--- src/rtl/qft3_readout_pkg.sv ---
// Shared constants for the 3-qubit QFT readout stage, kept in step with the QFT top.
// Basis index type and probability widths live here so every stage agrees on them.
package qft3_readout_pkg;

  localparam int TOTAL_WIDTH  = 8;
  localparam int FRAC_WIDTH   = 4;
  localparam int QFT3_LATENCY = 19;
  localparam int NUM_BASIS    = 8;
  localparam int PROB_WIDTH   = 2 * TOTAL_WIDTH + 1;
  localparam int ONE_SQ       = 1 << (2 * FRAC_WIDTH);

  typedef logic [2:0] basis_idx_t;

endpackage

--- src/rtl/qft3_readout_prob_cmp_sel.sv ---
// Registered compare-select of two (index, probability) pairs.
// The lo_* pair must carry the lower basis index; it wins on equal probabilities.
module prob_cmp_sel
  import qft3_readout_pkg::*;
#(
  parameter int PW = PROB_WIDTH
) (
  input  logic          clk,
  input  logic          rst,
  input  logic          en,
  input  basis_idx_t    lo_idx,
  input  logic [PW-1:0] lo_prob,
  input  basis_idx_t    hi_idx,
  input  logic [PW-1:0] hi_prob,
  output basis_idx_t    sel_idx,
  output logic [PW-1:0] sel_prob
);

  // Strict > keeps the lower index on a tie.
  always_ff @(posedge clk or posedge rst) begin
    if (rst) begin
      sel_idx  <= '0;
      sel_prob <= '0;
    end else if (en) begin
      if (hi_prob > lo_prob) begin
        sel_idx  <= hi_idx;
        sel_prob <= hi_prob;
      end else begin
        sel_idx  <= lo_idx;
        sel_prob <= lo_prob;
      end
    end
  end

endmodule

--- src/rtl/qft3_readout.sv ---
// Readout stage after the 3-qubit QFT: |a|^2 per basis state, argmax, total and norm check.
// The QFT has no valid output, so in_valid is delayed by the QFT latency to qualify its results.
module qft3_readout
  import qft3_readout_pkg::*;
#(
  parameter int W        = TOTAL_WIDTH,
  parameter int FRAC     = FRAC_WIDTH,
  parameter int QFT_LAT  = QFT3_LATENCY,
  parameter int NORM_TOL = 64,
  parameter int CNT_W    = 16,
  localparam int PW      = 2 * W + 1
) (
  input  logic                 clk,
  input  logic                 rst,
  input  logic                 in_valid,
  input  logic [8*W-1:0]       amp_r,
  input  logic [8*W-1:0]       amp_i,
  output logic [8*PW-1:0]      prob,
  output basis_idx_t           max_idx,
  output logic [PW-1:0]        max_prob,
  output logic [PW+2:0]        prob_sum,
  output logic                 norm_err,
  output logic                 out_valid,
  output logic [CNT_W-1:0]     frame_cnt
);

  localparam logic [PW+2:0]    ONE      = (PW+3)'(1) << (2 * FRAC);
  localparam logic [PW+2:0]    TOL      = (PW+3)'(NORM_TOL);
  localparam logic [CNT_W-1:0] CNT_MAX  = '1;

  function automatic logic [2*W-1:0] square(input logic signed [W-1:0] a);
    logic signed [2*W-1:0] p;
    p = a * a;
    return $unsigned(p);
  endfunction

  logic [QFT_LAT-1:0] vsr;
  logic               v0, v1, v2, v3, v4;

  logic [2*W-1:0]     sq_r  [NUM_BASIS];
  logic [2*W-1:0]     sq_i  [NUM_BASIS];
  logic [PW-1:0]      prob2 [NUM_BASIS];
  logic [PW-1:0]      p3_prob [NUM_BASIS];
  logic [PW-1:0]      p4_prob [NUM_BASIS];
  logic [PW:0]        s3 [4];
  logic [PW+1:0]      s4 [2];

  basis_idx_t         idx3 [4];
  logic [PW-1:0]      max3 [4];
  basis_idx_t         idx4 [2];
  logic [PW-1:0]      max4 [2];

  logic [PW+2:0]      sum5;
  logic [PW+2:0]      diff5;

  assign v0 = vsr[QFT_LAT-1];

  always_ff @(posedge clk or posedge rst) begin
    if (rst) begin
      vsr <= '0;
    end else begin
      vsr <= {vsr[QFT_LAT-2:0], in_valid};
    end
  end

  // P1/P2 load every cycle; the travelling valid bit says which cycles matter.
  always_ff @(posedge clk or posedge rst) begin
    if (rst) begin
      v1 <= 1'b0;
      v2 <= 1'b0;
      for (int k = 0; k < NUM_BASIS; k++) begin
        sq_r[k]  <= '0;
        sq_i[k]  <= '0;
        prob2[k] <= '0;
      end
    end else begin
      v1 <= v0;
      v2 <= v1;
      for (int k = 0; k < NUM_BASIS; k++) begin
        sq_r[k]  <= square(amp_r[k*W +: W]);
        sq_i[k]  <= square(amp_i[k*W +: W]);
        prob2[k] <= PW'(sq_r[k]) + PW'(sq_i[k]);
      end
    end
  end

  for (genvar j = 0; j < 4; j++) begin : g_p3
    prob_cmp_sel #(.PW(PW)) u_sel (
      .clk      (clk),
      .rst      (rst),
      .en       (1'b1),
      .lo_idx   (basis_idx_t'(2*j)),
      .lo_prob  (prob2[2*j]),
      .hi_idx   (basis_idx_t'(2*j+1)),
      .hi_prob  (prob2[2*j+1]),
      .sel_idx  (idx3[j]),
      .sel_prob (max3[j])
    );
  end

  for (genvar j = 0; j < 2; j++) begin : g_p4
    prob_cmp_sel #(.PW(PW)) u_sel (
      .clk      (clk),
      .rst      (rst),
      .en       (1'b1),
      .lo_idx   (idx3[2*j]),
      .lo_prob  (max3[2*j]),
      .hi_idx   (idx3[2*j+1]),
      .hi_prob  (max3[2*j+1]),
      .sel_idx  (idx4[j]),
      .sel_prob (max4[j])
    );
  end

  // Final compare is gated so max_idx/max_prob hold with the other results.
  prob_cmp_sel #(.PW(PW)) u_p5_sel (
    .clk      (clk),
    .rst      (rst),
    .en       (v4),
    .lo_idx   (idx4[0]),
    .lo_prob  (max4[0]),
    .hi_idx   (idx4[1]),
    .hi_prob  (max4[1]),
    .sel_idx  (max_idx),
    .sel_prob (max_prob)
  );

  always_ff @(posedge clk or posedge rst) begin
    if (rst) begin
      v3 <= 1'b0;
      v4 <= 1'b0;
      for (int k = 0; k < NUM_BASIS; k++) begin
        p3_prob[k] <= '0;
        p4_prob[k] <= '0;
      end
      for (int j = 0; j < 4; j++) s3[j] <= '0;
      for (int j = 0; j < 2; j++) s4[j] <= '0;
    end else begin
      v3 <= v2;
      v4 <= v3;
      for (int k = 0; k < NUM_BASIS; k++) begin
        p3_prob[k] <= prob2[k];
        p4_prob[k] <= p3_prob[k];
      end
      for (int j = 0; j < 4; j++) s3[j] <= (PW+1)'(prob2[2*j]) + (PW+1)'(prob2[2*j+1]);
      for (int j = 0; j < 2; j++) s4[j] <= (PW+2)'(s3[2*j]) + (PW+2)'(s3[2*j+1]);
    end
  end

  always_comb begin
    sum5  = (PW+3)'(s4[0]) + (PW+3)'(s4[1]);
    diff5 = (sum5 >= ONE) ? (sum5 - ONE) : (ONE - sum5);
  end

  always_ff @(posedge clk or posedge rst) begin
    if (rst) begin
      prob      <= '0;
      prob_sum  <= '0;
      norm_err  <= 1'b0;
      out_valid <= 1'b0;
      frame_cnt <= '0;
    end else begin
      out_valid <= v4;
      if (v4) begin
        for (int k = 0; k < NUM_BASIS; k++) prob[k*PW +: PW] <= p4_prob[k];
        prob_sum <= sum5;
        norm_err <= (diff5 > TOL);
        if (frame_cnt != CNT_MAX) frame_cnt <= frame_cnt + 1'b1;
      end
    end
  end

endmodule

--- config.mk ---
export PLATFORM = sky130hd
export DESIGN_NAME = qft3_readout
export DESIGN_NICKNAME = d
export VERILOG_FILES = /design/src/rtl/qft3_readout_pkg.sv /design/src/rtl/qft3_readout_prob_cmp_sel.sv /design/src/rtl/qft3_readout.sv
export SDC_FILE = /design/constraint.sdc
export NUM_CORES = 2
export LEC_CHECK = 0
export BUFFER_PORTS_ARGS = -buffer_cell sky130_fd_sc_hd__clkbuf_2
export CELL_PAD_IN_SITES_DETAIL_PLACEMENT = 0
export CELL_PAD_IN_SITES_GLOBAL_PLACEMENT = 1
export CORE_UTILIZATION = 46
export CTS_CLUSTER_DIAMETER = 150
export CTS_CLUSTER_SIZE = 10
export DETAILED_ROUTE_END_ITERATION = 16
export PLACE_DENSITY = 0.8
export SLEW_MARGIN = 10
export SYNTH_ARGS = -nofsm -noshare
export SYNTH_HDL_FRONTEND = slang
export SYNTH_HIERARCHICAL = 1
export SYNTH_SLANG_ARGS = --single-unit
--- constraint.sdc ---
create_clock -name clk -period 30.4 [get_ports clk]
set_input_delay 1.52 -clock clk [delete_from_list [all_inputs] [get_ports clk]]
set_output_delay 1.52 -clock clk [all_outputs]
set_load 0.02 [all_outputs]
# --- After elaboration in Yosys (flattened, before gate mapping) ---
# Index checks and enable logic that the tools add are counted.
word_totals:
  ff_bits: 1106
  inputBits: 131
  out_inout_bits: 194
  wordCells: 130
op_classes:
  n_addsub: 18
  n_mul: 16
  magnitude_cmp: 9
  n_eq_ne: 1
  muxes: 15
  reduce_logical: 1
ops:
  columns: ["cell", "n"]
  rows:
  - ["multiplier 8 x 8 -> 16 bit", 16]
  - ["adder 16 x 16 -> 17 bit", 8]
  - ["> comparator 17 bit", 7]
  - ["two-way mux 17 bit", 7]
  - ["adder 17 x 17 -> 18 bit", 4]
  - ["adder 18 x 18 -> 19 bit", 2]
  - ["adder 19 x 19 -> 20 bit", 1]
  - ["greater-or-equal comparator 20 x 9 -> 1 bit (second input constant)", 1]
  - ["> comparator 20 x 7 -> 1 bit (second input constant)", 1]
  - ["two-way mux 20 bit", 1]
  - ["subtractor 20 x 9 -> 20 bit (second input constant)", 1]
  - ["subtractor 9 x 20 -> 20 bit (first input constant)", 1]
  - ["adder 16 x 1 -> 16 bit (second input constant)", 1]
  - ["!= test 16 bit (second input constant)", 1]
  - ["two-way mux 3 bit", 2]
  - ["two-way mux 1 bit", 4]
  - ["two-way mux 2 bit", 1]
  - ["AND reduction 2 bit", 1]

# --- Depth between registers and ports, before layout ---
logic_depth:
  ltp_word: 4
  ltp_mapped: 21
  ltp_nobuf: 20

# --- Modules after synthesis ---
# Netlist, hierarchy kept.
by_module_without_submodules:
  columns: ["mod", "instances", "cells_per_inst", "area_each_um2"]
  rows:
  - ["qft3_readout", 1, 6151, 68535.7]
  - ["prob_cmp_sel", 7, 225, 1769.2]

# --- Worst setup path after synthesis ---
# Ideal clock, no wire load.
synth_timing:
  kind: "input port to flip-flop"
  startpoint: "in amp_r[15]"
  endpoint: "reg sq_r[111] (netlist name)"
  setup_time_ns: 0.080
  t_arrival_ns: 5.571
  setup_slack_ns: 24.749
  stages: 18
  n_path_buf: 1
  path_cell_list: "clkbuf_1 -> and2_1 -> fa_1 -> fa_1 -> fa_1 -> inv_1 -> fa_1 -> inv_1 -> ha_1 -> inv_1 -> o21ai_0 -> a21oi_1 -> o21ai_0 -> a21oi_1 -> nor2b_1 -> o21a_1 -> o41ai_1 -> xnor2_1"
synth_between:
  elab_chain_cells: 1
synth_rtl:
  columns: ["element", "line_no", "text"]
  rows:
  - ["start: declaration", "qft3_readout.sv:16", "input logic [8*W-1:0] amp_r,"]
  - ["multiplier 8 x 8 -> 16 bit", "qft3_readout.sv:33", "p = a * a;"]
  - ["end signal: indexed assignment", "qft3_readout.sv:80", "sq_r[k] <= square(amp_r[k*W +: W]);"]
  - ["end: declaration", "qft3_readout.sv:40", "logic [2*W-1:0] sq_r [NUM_BASIS];"]
# Every way passes these cells.
# A chain may end at the register's enable or synchronous reset.

# --- Final worst setup path ---
layout_timing:
  startpoint: "in amp_i[33]"
  endpoint: "reg sq_i[62] (netlist name)"
layout_between:
  elab_chain_cells: 1
layout_rtl:
  columns: ["element", "line_no", "text"]
  rows:
  - ["start: declaration", "qft3_readout.sv:17", "input logic [8*W-1:0] amp_i,"]
  - ["multiplier 8 x 8 -> 16 bit", "qft3_readout.sv:33", null]
  - ["end signal: indexed assignment", "qft3_readout.sv:81", "sq_i[k] <= square(amp_i[k*W +: W]);"]
  - ["end: declaration", "qft3_readout.sv:41", "logic [2*W-1:0] sq_i [NUM_BASIS];"]
# Every way passes these cells.

==> reports/qor.yml <==
placed_design:
  placed_cells: 10200
  place_congestion: 0.882
  hpwl_mm: 145
  numPortBuffers: 324
yosys:
  synth_compound_gate_area_share: 0.0928
  synthAdderAreaFrac: 0.308
  synthFlopType: "dfrtp_1"
  seq_area_frac_synth: 0.339
  synth_area_leaders: "dfrtp_1, fa_1, ha_1, inv_1, xnor2_1"
  synth-simple-area-share: 0.110
  synth_top_family_by_area: "adder cells"
  async_flop_share: 1.00
  netlist_instances: 7726
  yosys.area.top_type: "dfrtp_1"
  netlist_top_cells_count: "inv_1, dfrtp_1, ha_1"
  synth-edff-count: 0
  synth.distinct_cells: 87
  synthXorXnorAreaFrac: 0.0500
  syn_area_per_cell_um2: 10.5
  yosys_warnings: 6
  syn_area_mm2: 0.0809
  synth_top_area_share: 0.339
  synth.most_common_cell: "inv_1"
  yosys-mux-area-fraction: 0.0215
  synth-seq-cells: 1095
worst_hold_path:
  hp-class: "reg -> reg"
routing:
  drt_wl_total_mm: 184
  ant_nets: 0
  detailedRoute.firstIterationViolations: 3185
  wl_per_cell_um: 17.7
  viasPerCell: 5.16
  routed-via-count: 53600
  drc: 0
  drtPass1Iterations: 5
power_and_ir_drop:
  power_mw: 9.93
  p_seq_frac: 0.272
  peakVddDrop_v: 0.0000700
  internal_power_mw: 5.34
  clock_power_share: 0.128
  p_sw_frac: 0.462
  power_density_mw_per_mm2: 113
  comb_power_share: 0.600
  leakage_nw: 43.2
  power.switching_mw: 4.58
critical_path:
  cp_cell_sequence: "clkbuf_2 -> and2_1 -> ha_1 -> inv_1 -> fa_1 -> fa_1 -> inv_1 -> fa_1 -> ha_1 -> nor2b_1 -> o21ai_0 -> a21boi_0 -> o21ai_0 -> a21boi_0 -> o21ai_0 -> nand2b_1 -> a21o_1 -> a21oi_1 -> xnor2_1"
  critPathKind: "in -> reg"
  cp_num_buf_inv: 3
  worstSetupStartpointType: "primary input"
  worstPathRequired_ns: 31.08
  arrival_ns: 5.86
  path_delay_family: "adder cells"
  slowest_stage: "fa_1"
  end_kind: "flop"
  slowest_delay_ns: 0.54
  critPathMaxFanout: 11
clock_network:
  cts_root_buf: "clkbuf_16"
  clock_sinks: 1095
  clk_pin_slew_ns: 0.07
  cts_tree: "yes"
  clkLatencyLatePin_ns: 0.75
  postCtsHoldBufs: 0
  post_cts_resized: 0
  cts-htree-levels: 3
  cts_setup_buffers: 0
  cts_made_buffers: 119
  clockBufferDepth: 3
timing:
  fmax_ghz: 0.193
  worstMarginPinSlew_ns: 1.07
  hold_viol: 0
  finalSetupTns_ns: 0
  fin_crit_ns: 5.18
  rsz0062_at_grt: "false"
  fin_skew_ns: 0.0408
  finalMaxSlewViolations: 0
  whs_ns: 0.333
  relSlewSlack: 0.288
  setup_violations: 0
  period_share: 0.170
floorplan:
  io_pins: 325
  coreArea_mm2: 0.174
  initial_core_util: 0.465
  die-area_mm2: 0.178
  row_count: 153
  die_height_um: 421
  die_w_um: 421
layout:
  fin_cells: 10400
  synthToLayoutAreaGrowth_pct: 8.99
  drive_gt1_frac: 0.0875
  multi_input_area_mm2: 0.0474
  seq_area_mm2: 0.0274
  fill_cells: 15800
  layout.nets: 9702
run_status:
  status: "completed"
global_route:
  grt_max_degree: 189
  grt-ovfl-total: 0
  grt_usage: 0.211
  antenna_found_initial: 4
  grt_pass1_wl_mm: 300
  grt_pass1_vias: 56000
flow_run:
  drv_cap: 0
state kept, by name, summed over array words and instances, names as in the netlist, 3 cells and up:
register / count
p3_prob: 136
p4_prob: 136
prob2: 136
prob: 136
sq_i: 120
sq_r: 120
s3: 72
g_p3.u_sel/sel_prob: 68
s4: 38
g_p4.u_sel/sel_prob: 34
prob_sum: 20
vsr: 19
u_p5_sel/sel_prob: 17
frame_cnt: 16
g_p3.u_sel/sel_idx: 12
g_p4.u_sel/sel_idx: 6
u_p5_sel/sel_idx: 3
final cells by class:
type                    instances  share of cell area
diodes                          3           0.0000851
clock buffers                 120              0.0338
clock inverters                 8             0.00224
inverters                    1432              0.0610
multi-input cells            5031               0.537
flip-flops and latches       1095               0.311
well taps                    2325              0.0330
repair buffers                357              0.0216
worst register-to-register path, delay by kind of cell, from the launching register on:
family	cells	cell delay, ns
AOI/OAI and AO/OA	7	1.35
and+or+nand+nor	3	0.71
adders and majority gates	2	0.68
xor gates and xnor gates	1	0.45
DFF	1	0.39
buffers and inverters	2	0.19
cell families (layout without fill, tap and decap cells):
family | after synthesis | in the layout
and+or+nand+nor | 1761 | 1761
buffers and inverters | 1670 | 1917
adders and majority gates | 1535 | 1535
DFF | 1095 | 1095
AOI/OAI and AO/OA | 1047 | 1047
xor gates and xnor gates | 461 | 461
muxes | 155 | 155
other | 2 | 75
power groups by stage:
stage                     clock [mW]  combinational (mW)  sequential (mW)
after floorplan                    0                4.48             2.58
after CTS                       1.31                5.99             2.71
after detailed placement           0                5.92             2.73
after global routing            1.36                6.73             2.76
after global placement             0                5.82             2.72
final                           1.27                5.96             2.70
per-stage QoR:
stage          setup WS [ns]  cell area, um^2   util
2_1_floorplan           2.02            81200      -
6_report               25.22            88200  0.506
3_5_place_dp           24.47            85000  0.488
3_3_place_gp           24.42            85000  0.488
5_1_grt                24.86            88200  0.506
4_1_cts                25.27            88200  0.506
per-layer routing:
layer / up-vias / part of all wire / GRT usage
li1: 25500 / - / -
met1: 26900 / 0.45 / 0.289
met4: 2 / 0.035 / 0.0734
met5: - / 0.000038 / 0
met2: 992 / 0.48 / 0.348
met3: 223 / 0.040 / 0.0240
final timing paths:
kind / from / to / slack (ns) / depth (start not counted)
max: amp_i[33] / sq_i[62] / 25.22 / 19
min: p3_prob[129] / p4_prob[129] / 0.33 / 0
max reg2reg: s4[26] / norm_err / 26.51 / 15
min reg2reg: p3_prob[129] / p4_prob[129] / 0.33 / 0
max in group asynchronous: rst / prob[87] / 26.71 / 4
min in group asynchronous: rst / g_p3[1].u_sel/sel_prob[4] / 1.19 / 2
layout by cell type (no fill, tap or decap), drive strengths merged, types with 71 or more instances in the layout:
master,synthesis,layout
inv,1432,1434
dfrtp,1095,1095
ha,778,778
fa,757,757
clkbuf,209,444
nor2,423,423
xnor2,361,361
nand3,324,324
nand2,310,310
and2,284,284
a21oi,220,220
o21ai,168,168
mux2,150,150
a31oi,149,149
o221a,140,140
nor2b,114,114
xor2,100,100
nand2b,73,73
conb,2,72
a21o,71,71
(Power assumes the default switching activity.)
